<file path="config.mk">
export PLATFORM = sky130hd
export DESIGN_NAME = alu_arbiter_flat
export DESIGN_NICKNAME = d
export VERILOG_FILES = /design/src/rtl/alu_arbiter_if.sv /design/src/rtl/alu_arbiter.sv /design/src/flat_wrapper.sv
export SDC_FILE = /design/constraint.sdc
export NUM_CORES = 1
export LEC_CHECK = 0
export ABC_CLOCK_PERIOD_IN_PS = 6940
export BUFFER_PORTS_ARGS = -buffer_cell sky130_fd_sc_hd__buf_2
export CORE_AREA = 2 2 109 111
export CTS_CLUSTER_SIZE = 40
export DETAILED_ROUTE_END_ITERATION = 6
export DIE_AREA = 0 0 111 113
export PLACE_DENSITY = 0.8
export SLEW_MARGIN = 15
export SYNTH_ARGS = -nofsm -noshare
export SYNTH_HDL_FRONTEND = slang
export SYNTH_SLANG_ARGS = --single-unit
</file>
<file path="constraint.sdc">
create_clock -name clock -period 6.94 [get_ports clock]
set_clock_uncertainty 0.05 [all_clocks]
set_input_delay 0.694 -clock clock [delete_from_list [all_inputs] [get_ports clock]]
set_output_delay 0.694 -clock clock [all_outputs]
set_load 0.1 [all_outputs]
</file>
<file path="src/rtl/alu_arbiter_if.sv">
// Handshake and ALU-side bundle between two requesters, the arbiter and the shared ALU.
// The arbiter connects through the slave modport and the requester/ALU side through the master modport.
interface alu_arbiter_if #(
    parameter int WIDTH = 32,
    parameter int OPW   = 4
);
    logic             req0_valid;
    logic             req0_ready;
    logic [OPW-1:0]   req0_op;
    logic [WIDTH-1:0] req0_a;
    logic [WIDTH-1:0] req0_b;
    logic             req1_valid;
    logic             req1_ready;
    logic [OPW-1:0]   req1_op;
    logic [WIDTH-1:0] req1_a;
    logic [WIDTH-1:0] req1_b;
    logic             resp0_valid;
    logic             resp0_ready;
    logic             resp1_valid;
    logic             resp1_ready;
    logic [WIDTH-1:0] resp_data;
    logic             resp_zero;
    logic [OPW-1:0]   alu_control;
    logic [WIDTH-1:0] alu_in1;
    logic [WIDTH-1:0] alu_in2;
    logic [WIDTH-1:0] alu_result;

    modport slave (
        input  req0_valid, req0_op, req0_a, req0_b,
        input  req1_valid, req1_op, req1_a, req1_b,
        input  resp0_ready, resp1_ready, alu_result,
        output req0_ready, req1_ready, resp0_valid, resp1_valid,
        output resp_data, resp_zero, alu_control, alu_in1, alu_in2
    );

    modport master (
        output req0_valid, req0_op, req0_a, req0_b,
        output req1_valid, req1_op, req1_a, req1_b,
        output resp0_ready, resp1_ready, alu_result,
        input  req0_ready, req1_ready, resp0_valid, resp1_valid,
        input  resp_data, resp_zero, alu_control, alu_in1, alu_in2
    );
endinterface

</file>
<file path="src/rtl/alu_arbiter.sv">
// Round-robin sharing of one combinational ALU between two requesters, one operation in flight.
// Each transaction walks IDLE -> EXEC -> RESP; operands and result are both registered.
module alu_arbiter #(
    parameter int WIDTH = 32,
    parameter int OPW   = 4
) (
    input  logic          clock,
    input  logic          reset,
    alu_arbiter_if.slave  bus,
    output logic          busy
);
    typedef enum logic [1:0] {
        IDLE = 2'd0,
        EXEC = 2'd1,
        RESP = 2'd2
    } state_t;

    state_t           state_reg, state_next;
    logic             prio_reg;
    logic             owner_reg;
    logic [OPW-1:0]   op_reg;
    logic [WIDTH-1:0] a_reg;
    logic [WIDTH-1:0] b_reg;
    logic [WIDTH-1:0] data_reg;
    logic             zero_reg;

    logic [1:0]       req_valid;
    logic [1:0]       req_ready;
    logic [1:0]       resp_ready;
    logic [1:0]       resp_valid;
    logic [OPW-1:0]   req_op [2];
    logic [WIDTH-1:0] req_a  [2];
    logic [WIDTH-1:0] req_b  [2];
    logic             grant;
    logic             accept;
    logic             complete;

    assign req_valid  = {bus.req1_valid, bus.req0_valid};
    assign resp_ready = {bus.resp1_ready, bus.resp0_ready};
    assign req_op[0]  = bus.req0_op;
    assign req_op[1]  = bus.req1_op;
    assign req_a[0]   = bus.req0_a;
    assign req_a[1]   = bus.req1_a;
    assign req_b[0]   = bus.req0_b;
    assign req_b[1]   = bus.req1_b;

    // A lone requester always wins; a tie goes to whoever holds priority.
    assign grant = req_valid[1] && (!req_valid[0] || prio_reg);

    // Ready is held low while reset is asserted so nothing appears accepted during reset.
    genvar gi;
    generate
        for (gi = 0; gi < 2; gi++) begin : g_chan
            assign req_ready[gi]  = (state_reg == IDLE) && !reset && req_valid[gi] &&
                                    (grant == 1'(gi));
            assign resp_valid[gi] = (state_reg == RESP) && (owner_reg == 1'(gi));
        end
    endgenerate

    assign accept   = |req_ready;
    assign complete = (state_reg == RESP) && resp_ready[owner_reg];

    always_comb begin
        state_next = state_reg;
        case (state_reg)
            IDLE:    if (accept) state_next = EXEC;
            EXEC:    state_next = RESP;
            RESP:    if (complete) state_next = IDLE;
            default: state_next = IDLE;
        endcase
    end

    always_ff @(posedge clock or posedge reset) begin
        if (reset) begin
            state_reg <= IDLE;
            prio_reg  <= 1'b0;
            owner_reg <= 1'b0;
            op_reg    <= '0;
            a_reg     <= '0;
            b_reg     <= '0;
            data_reg  <= '0;
            zero_reg  <= 1'b0;
        end else begin
            state_reg <= state_next;
            if (state_reg == IDLE && accept) begin
                op_reg    <= req_op[grant];
                a_reg     <= req_a[grant];
                b_reg     <= req_b[grant];
                owner_reg <= grant;
            end
            if (state_reg == EXEC) begin
                data_reg <= bus.alu_result;
                zero_reg <= (bus.alu_result == '0);
            end
            // Priority only moves when a response is actually taken.
            if (complete) begin
                prio_reg <= ~owner_reg;
            end
        end
    end

    assign bus.req0_ready  = req_ready[0];
    assign bus.req1_ready  = req_ready[1];
    assign bus.resp0_valid = resp_valid[0];
    assign bus.resp1_valid = resp_valid[1];
    assign bus.resp_data   = data_reg;
    assign bus.resp_zero   = zero_reg;
    assign bus.alu_control = op_reg;
    assign bus.alu_in1     = a_reg;
    assign bus.alu_in2     = b_reg;
    assign busy            = (state_reg != IDLE);
endmodule

</file>
<file path="src/flat_wrapper.sv">
// flat-port wrapper written by rule: the top's interface ports become plain ports
module alu_arbiter_flat 
#(
    parameter int WIDTH = 32,
    parameter int OPW   = 4
)
  (clock, reset, busy, bus_req0_valid, bus_req0_op, bus_req0_a, bus_req0_b, bus_req1_valid, bus_req1_op, bus_req1_a, bus_req1_b, bus_resp0_ready, bus_resp1_ready, bus_alu_result, bus_req0_ready, bus_req1_ready, bus_resp0_valid, bus_resp1_valid, bus_resp_data, bus_resp_zero, bus_alu_control, bus_alu_in1, bus_alu_in2);
  alu_arbiter_if #(.WIDTH(WIDTH), .OPW(OPW)) bus_i ();
  input  logic clock;
  input  logic reset;
  output logic busy;
  input wire logic [$bits(bus_i.req0_valid)-1:0] bus_req0_valid;
  input wire logic [$bits(bus_i.req0_op)-1:0] bus_req0_op;
  input wire logic [$bits(bus_i.req0_a)-1:0] bus_req0_a;
  input wire logic [$bits(bus_i.req0_b)-1:0] bus_req0_b;
  input wire logic [$bits(bus_i.req1_valid)-1:0] bus_req1_valid;
  input wire logic [$bits(bus_i.req1_op)-1:0] bus_req1_op;
  input wire logic [$bits(bus_i.req1_a)-1:0] bus_req1_a;
  input wire logic [$bits(bus_i.req1_b)-1:0] bus_req1_b;
  input wire logic [$bits(bus_i.resp0_ready)-1:0] bus_resp0_ready;
  input wire logic [$bits(bus_i.resp1_ready)-1:0] bus_resp1_ready;
  input wire logic [$bits(bus_i.alu_result)-1:0] bus_alu_result;
  output wire logic [$bits(bus_i.req0_ready)-1:0] bus_req0_ready;
  output wire logic [$bits(bus_i.req1_ready)-1:0] bus_req1_ready;
  output wire logic [$bits(bus_i.resp0_valid)-1:0] bus_resp0_valid;
  output wire logic [$bits(bus_i.resp1_valid)-1:0] bus_resp1_valid;
  output wire logic [$bits(bus_i.resp_data)-1:0] bus_resp_data;
  output wire logic [$bits(bus_i.resp_zero)-1:0] bus_resp_zero;
  output wire logic [$bits(bus_i.alu_control)-1:0] bus_alu_control;
  output wire logic [$bits(bus_i.alu_in1)-1:0] bus_alu_in1;
  output wire logic [$bits(bus_i.alu_in2)-1:0] bus_alu_in2;
  assign bus_i.req0_valid = bus_req0_valid;
  assign bus_i.req0_op = bus_req0_op;
  assign bus_i.req0_a = bus_req0_a;
  assign bus_i.req0_b = bus_req0_b;
  assign bus_i.req1_valid = bus_req1_valid;
  assign bus_i.req1_op = bus_req1_op;
  assign bus_i.req1_a = bus_req1_a;
  assign bus_i.req1_b = bus_req1_b;
  assign bus_i.resp0_ready = bus_resp0_ready;
  assign bus_i.resp1_ready = bus_resp1_ready;
  assign bus_i.alu_result = bus_alu_result;
  assign bus_req0_ready = bus_i.req0_ready;
  assign bus_req1_ready = bus_i.req1_ready;
  assign bus_resp0_valid = bus_i.resp0_valid;
  assign bus_resp1_valid = bus_i.resp1_valid;
  assign bus_resp_data = bus_i.resp_data;
  assign bus_resp_zero = bus_i.resp_zero;
  assign bus_alu_control = bus_i.alu_control;
  assign bus_alu_in1 = bus_i.alu_in1;
  assign bus_alu_in2 = bus_i.alu_in2;
  alu_arbiter #(.WIDTH(WIDTH), .OPW(OPW)) u_core (.clock(clock), .reset(reset), .bus(bus_i), .busy(busy));
endmodule
</file>
# After elaboration in Yosys (flattened, before gate mapping)
# Index checks and enable logic that the tools add are counted.
[totals]
regBits = 105
word_cells = 49
out_inout_bits = 106
[classes]
n_bitwise = 3
muxes = 14
n_reduce_logical = 18
eq_ne = 4
n_lt_le_gt_ge = 2
[op_table]
columns = ["op", "n"]
rows = [
  ["$mux 32", 6],
  ["$logic_not 32->1", 1],
  ["$mux 4", 3],
  ["$logic_and 1x1->1", 10],
  ["$pmux 2 s3", 1],
  ["$mux 2", 2],
  ["$ne 2x1->1 const B", 2],
  ["$eq 2x1->1 const B", 1],
  ["$eq 2x2->1 const B", 1],
  ["$ge 2x2->1 const B", 1],
  ["$logic_not 1->1", 2],
  ["$logic_not 2->1", 1],
  ["$lt 1x2->1 const B", 1],
  ["$mux 1", 2],
  ["$not 1->1", 2],
  ["$not 1->2", 1],
  ["$reduce_and 2->1", 1],
  ["$reduce_bool 2->1", 1],
  ["$reduce_or 2->1", 1],
  ["$logic_or 1x1->1", 1],
]

# Logic depth before layout (Yosys ltp)
# Gate-level depths: netlist (run 1).
[depth]
word_depth = 8
mapped_depth = 8

# Worst setup path after synthesis (run 1)
# Ideal clock, no wire load.
[synth_timing]
path_type = "in2out"
from = "input bus_req1_valid"
to = "output bus_req1_ready"
stages = 4
required_ns = 6.196
path_buffers = 2
path_slack_ns = 2.202
arrival_time_ns = 3.994
path_cell_list = "buf_6 -> inv_2 -> clkbuf_1 -> nor4_1"
[synth_between]
elab_chain_len = 2
word_cells_on_any_way = 3
cone_classes = "reduce/logical (3)"
[synth_lines]
columns = ["item", "line", "text"]
rows = [
  ["from (decl)", "flat_wrapper.sv:16", "input wire logic [$bits(bus_i.req1_valid)-1:0] bus_req1_valid;"],
  ["$logic_and 1x1->1 (on tied branches)", "alu_arbiter.sv:54, alu_arbiter.sv:48", ""],
  ["$logic_and 1x1->1 (*)", "alu_arbiter.sv:54", "assign req_ready[gi] = (state_reg == IDLE) && !reset && req_valid[gi] &&"],
  ["to (decl)", "flat_wrapper.sv:24", "output wire logic [$bits(bus_i.req1_ready)-1:0] bus_req1_ready;"],
]
# Every way passes the cells marked *; elsewhere a longest branch is shown, timed or not.

# Final worst setup path (run 1)
# Ends and elaborated chain as after synthesis.

==> run_results.csv, run 1 <==
group,metric,value,unit
sta,slew_violations,0,
clocking,post_cts_buffers,0,
sta,min_period,3.68,ns
worst_setup_path,ff2ff_path_depth,5,
synth,synth_cell_types,25,
routing,drc_errors,0,
global_routing,grt_pass1_wl,24.2,mm
routing,wl_met1,6.37,mm
floorplanning,start_util,0.449,
global_routing,antenna_found_initial,0,
synth,ys_warn_count,0,
finish,diodes,0,
worst_setup_path,reg2reg_slack,4.16,ns
place,routabilityCongestion,0.941,
floorplanning,boundaryPins,280,
clocking,hold_buffers,0,
worst_setup_path,path_buf_inv,4,
synth,syn-num-nets,676,
routing,wl_met3,1.07,mm
synth,synth-seq-cells,105,
sta,period_share,0.530,
global_routing,grt_max_degree,138,
worst_setup_path,crit_type,"in -> out",
worst_setup_path,crit_fanout,70,
clocking,cts.repair.resized,0,
routing,drtPass1Iterations,7,
routing,top_layer,"met4",
routing,drt-total-wl,15.4,mm
global_routing,grt_pass1_vias,4847,
synth,synth_top_cell_area_share,0.519,
sta,hold_viol_final,0,
synth,syn_area_per_cell,10.1,sq um
clocking,clkSinkCount,105,
routing,wl_met2,7.54,mm
outcome,status,"complete, no violations",
finish,fillers,936,
worst_setup_path,start_kind,"primary input",
global_routing,overflow,0,
synth,ys_seq_area_frac,0.519,
synth,synth_top_cell_by_area,"dfrtp_1",
clocking,clockRootBuffer,"clkbuf_16",
sta,rsz0062_at_grt,"false",
synth,syn_area,5060,sq um
worst_setup_path,cpMostUsedCell,"buf_2",
routing,avgRoutedWirePerCell,17.3,um
worst_setup_path,max_stage_delay,0.59,ns
routing,dr_total_vias,5045,
finish,nets,916,
worst_setup_path,crit_arrival,2.93,ns
sta,setup-tns-final,0,ns
finish,area_growth,33.6,%
clocking,htreeDepth,3,
sta,setup_viol,0,
flow_run,max_cap_viol_count,0,
finish,drive_above_1_share,0.456,
place,io_buffers,279,
routing,antenna_left,0,
sta,max_freq,272,MHz
routing,via_per_inst,5.67,
synth,synthTopCellsByArea,"dfrtp_1 52%, nand3b_1 10%, a31oi_1 8.5%",
worst_setup_path,end_kind,"primary output",
floorplanning,dieArea,12500,sq um
worst_setup_path,slowest_stage,"inv_2",
clocking,cts.path.max_buffers,2,
finish,stdcell_count,890,
worst_setup_path,timing.rr.start,"u_core.state_reg[1]",
place,place_inst,873,
clocking,numCtsBuffers,9,
worst_setup_path,r2r-end,"u_core.bus.alu_in1[21]",
place,dp_hpwl,11.0,mm
floorplanning,die_w,111,um
global_routing,grt_use_total,0.240,
sta,worst_pin_slew,0.979,ns
floorplanning,die_h,113,um
routing,drt_iter0_drc,403,
floorplanning,num_rows,39,
worst_setup_path,crit_family,"buffers and inverters",
sta,slew_headroom,0.346,
worst_setup_path,crit_chain,"buf_2, buf_4, inv_2, nor4_1, buf_2",
clocking,worstSkewPairLatency,0.34,ns
floorplanning,core,11300,sq um
clocking,cts_tree,"yes",
worst_setup_path,cp_data_required_time,6.20,ns
worst_hold_path,min_path_type,"in -> async",
synth,synthCells,502,
clocking,clk_pin_slew,0.08,ns
## worst register-to-register path, stage by stage (launching register included)
cell	delay [ns]
dfrtp_1	0.44
nor3_4	0.52
buf_8	0.25
buf_4	0.41
and2_4	0.69
a31oi_1	0.25
## metal layers
| layer | global-route usage | vias to the layer above |
|---|---|---|
| li1 | - | 2351 |
| met4 | 0.105 | 0 |
| met5 | 0 | - |
| met3 | 0.0321 | 35 |
| met1 | 0.305 | 2399 |
| met2 | 0.413 | 260 |
## cell type report
class / instances / area, sq um / share of cell area
clock buffer: 9 / 225 / 0.0333
inverter: 4 / 17.5 / 0.00259
tap: 143 / 179 / 0.0265
clock inverter: 7 / 77.6 / 0.0115
multi-input combinational: 336 / 2180 / 0.322
sequential: 105 / 2630 / 0.389
timing repair buffer: 286 / 1460 / 0.215
## stage by stage
| stage | hold WS (ns) | setup WS (ns) | instance area (sq um) | utilization |
|---|---|---|---|---|
| after global routing | 0.396 | 3.06 | 6760 | 0.600 |
| final | 0.360 | 3.26 | 6760 | 0.600 |
| after floorplan | 0.444 | 2.20 | 5060 | - |
| after CTS | 0.369 | 3.24 | 6750 | 0.599 |
| after detailed placement | 0.438 | 3.10 | 6440 | 0.572 |
| after global placement | 0.431 | 3.23 | 6440 | 0.572 |
## cells in the final DEF (no fill, tap or decap), drive strengths merged, types with 2 or more instances in the layout
master / instances
nand3b: 68
inv: 6
mux2: 32
dfrtp: 105
nand2: 2
clkbuf: 9
nand2b: 2
or2: 2
a21oi: 69
clkinv: 3
nor4: 9
nor2: 4
buf: 286
nand4: 2
o21ai: 71
a31oi: 69
## worst max path at each step
stage,from,endpoint,slack [ns],cells after the start
after global placement,reset,u_core.bus.alu_in2[4],3.23,5
after detailed placement,reset,u_core.bus.alu_in1[21],3.10,5
after CTS,bus_req1_valid,bus_req1_ready,3.24,5
after floorplan,bus_req1_valid,bus_req1_ready,2.20,4
final,bus_req1_valid,bus_req1_ready,3.26,5
after global routing,bus_req1_valid,bus_req1_ready,3.06,5
## cells in the mapped netlist (all sizes together)
cell type	instances
nor2b	1
o21ai	71
nand3b	68
inv	4
buf	18
nand4	2
o31ai	1
or2	2
and2	1
nor3	1
a21o	1
a21oi	69
clkbuf	39
nor4	9
and3	1
nor2	4
dfrtp	105
nand2b	2
a31oi	69
mux2	32
nand2	2
## kinds of logic after synthesis
| group | after synthesis | synth area share |
|---|---|---|
| AOI/OAI and AO/OA | 211 | 0.227 |
| buffers and inverters | 61 | 0.0534 |
| DFF | 105 | 0.519 |
| muxes | 32 | 0.0712 |
| and+or+nand+nor | 93 | 0.130 |
Power of run 1 is left out: the tool's default activity adds up to more than one toggle a clock period on the data nets, which glitch-free logic cannot reach.
==> inputs of run 2 (changes only) <==
--- a/config.mk
+++ b/config.mk
@@ -5,13 +5,13 @@
 export SDC_FILE = /design/constraint.sdc
 export NUM_CORES = 1
 export LEC_CHECK = 0
-export ABC_CLOCK_PERIOD_IN_PS = 6940
+export ABC_CLOCK_PERIOD_IN_PS = 3700
 export BUFFER_PORTS_ARGS = -buffer_cell sky130_fd_sc_hd__buf_2
-export CORE_AREA = 2 2 109 111
+export CORE_AREA = 2 2 105 117
 export CTS_CLUSTER_SIZE = 40
 export DETAILED_ROUTE_END_ITERATION = 6
-export DIE_AREA = 0 0 111 113
-export PLACE_DENSITY = 0.8
+export DIE_AREA = 0 0 107 119
+export PLACE_DENSITY = 0.79
 export SLEW_MARGIN = 15
 export SYNTH_ARGS = -nofsm -noshare
 export SYNTH_HDL_FRONTEND = slang
==> constraint.sdc (replaced) <==
create_clock -name clock -period 3.7 [get_ports clock]
set_clock_uncertainty 0.05 [all_clocks]
set_input_delay 0.37 -clock clock [delete_from_list [all_inputs] [get_ports clock]]
set_output_delay 0.37 -clock clock [all_outputs]
set_load 0.1 [all_outputs]
==> run_results.csv, run 2 (synthesis gave the netlist of run 1 again) <==
group,metric,value,unit
floorplanning,die_w,107,um
flow_run,max_cap_viol_count,0,
sta,worst_pin_slew,0.791,ns
finish,fin_area,6810,sq um
finish,layout_common_cells,"279 x buf_2, 105 x dfrtp_1, 70 x o21ai_0",
floorplanning,dieArea,12700,sq um
global_routing,grt_use_met2,0.424,
global_routing,busiest_layer,"met2",
finish,drive_above_1_share,0.461,
routing,drt-total-wl,15.6,mm
routing,drt_iter0_drc,263,
floorplanning,die_h,119,um
clocking,cts.repair.resized,0,
place,place_inst,889,
global_routing,grt_use_total,0.242,
clocking,hold_buffers,0,
clocking,cts_tree,"yes",
clocking,clk_pin_slew,0.07,ns
floorplanning,boundaryPins,280,
worst_setup_path,max_stage_delay,0.46,ns
finish,area_growth,34.5,%
routing,dr_total_vias,5007,
worst_setup_path,crit_family,"buffers and inverters",
clocking,worstSkewPairLatency,0.33,ns
place,io_buffers,279,
global_routing,overflow,0,
worst_setup_path,crit_type,"reg -> out",
floorplanning,start_util,0.432,
outcome,status,"complete, no violations",
routing,avgRoutedWirePerCell,17.2,um
global_routing,grt_max_degree,87,
worst_setup_path,crit_arrival,2.18,ns
place,placed_area,6500,sq um
routing,drtPass1Iterations,4,
worst_setup_path,crit_fanout,43,
global_routing,antenna_found_initial,0,
clocking,clockRootBuffer,"clkbuf_16",
worst_setup_path,start_kind,"flop",
global_routing,use_met1,0.296,
sta,period_share,0.702,
global_routing,grt_pass1_wl,24.2,mm
finish,fillers,1043,
worst_setup_path,path_buf_inv,2,
sta,rsz0062_at_grt,"false",
worst_setup_path,cp_data_required_time,3.28,ns
worst_setup_path,slowest_stage,"dfrtp_1",
place,routabilityCongestion,0.819,
clocking,post_cts_buffers,0,
finish,final_common_cell,"buf_2",
sta,slew_headroom,0.473,
worst_hold_path,min_path_type,"in -> async",
sta,hold_slack,0.116,ns
sta,setup-tns-final,0,ns
clocking,clkSinkCount,105,
sta,hold_viol_final,0,
floorplanning,num_rows,42,
finish,stdcell_count,905,
sta,slew_violations,0,
routing,via_per_inst,5.53,
global_routing,met3_usage,0.0476,
clocking,cts.path.max_buffers,2,
sta,max_freq,385,MHz
routing,drc_errors,0,
clocking,htreeDepth,3,
finish,diodes,0,
worst_setup_path,end_kind,"primary output",
worst_setup_path,crit_chain,"nor3_4, buf_4, nand2_1, nor2_1, buf_2",
routing,antenna_left,0,
sta,setup_viol,0,
place,dp_hpwl,11.3,mm
global_routing,grt_pass1_vias,4887,
finish,nets,920,
sta,min_period,2.60,ns
clocking,numCtsBuffers,9,
worst_setup_path,reg2reg_slack,1.68,ns
floorplanning,core,11700,sq um
==> run 2: metal layers <==
metal / part of all wire / up-vias
met3: 0.079 / 18
met5: 0 / -
met2: 0.50 / 252
met1: 0.40 / 2376
met4: 0.016 / 0
li1: - / 2361
==> run 2: through the flow <==
stage	setup slack (ns)	util
after floorplan	0.519	-
after global placement	1.46	0.555
after global routing	0.996	0.581
final	1.10	0.581
after CTS	1.09	0.581
after detailed placement	1.44	0.555
==> run 2: worst register-to-register path, cell delays in order, from the launching register on <==
cell	delay [ns]
dfrtp_1	0.46
nor3_4	0.23
and2_2	0.68
buf_4	0.35
a31oi_1	0.12
==> run 2: worst paths after layout <==
| check | startpoint | end | cells past startpoint |
|---|---|---|---|
| max | u_core.state_reg[1] | bus_req0_ready | 5 |
| min reg2reg | u_core.bus.resp_data[31] | u_core.bus.resp_data[31] | 1 |
| max in group asynchronous | reset | u_core.bus.alu_control[0] | 3 |
| min in group clock | bus_alu_result[14] | u_core.bus.resp_data[14] | 2 |
| max reg2reg | u_core.state_reg[1] | u_core.bus.alu_in2[4] | 4 |
| min | reset | u_core.state_reg[0] | 2 |
==> run 2: layout make-up <==
class                   count  area (sq um)  area share
flip-flops and latches    105          2630       0.386
multi-input cells         336          2180       0.321
repair buffers            290          1480       0.217
clock buffers              10           239      0.0351
well taps                 154           193      0.0283
clock inverters             6          65.1     0.00956
inverters                   4          20.0     0.00294
Power of run 2 is left out for the same reason.
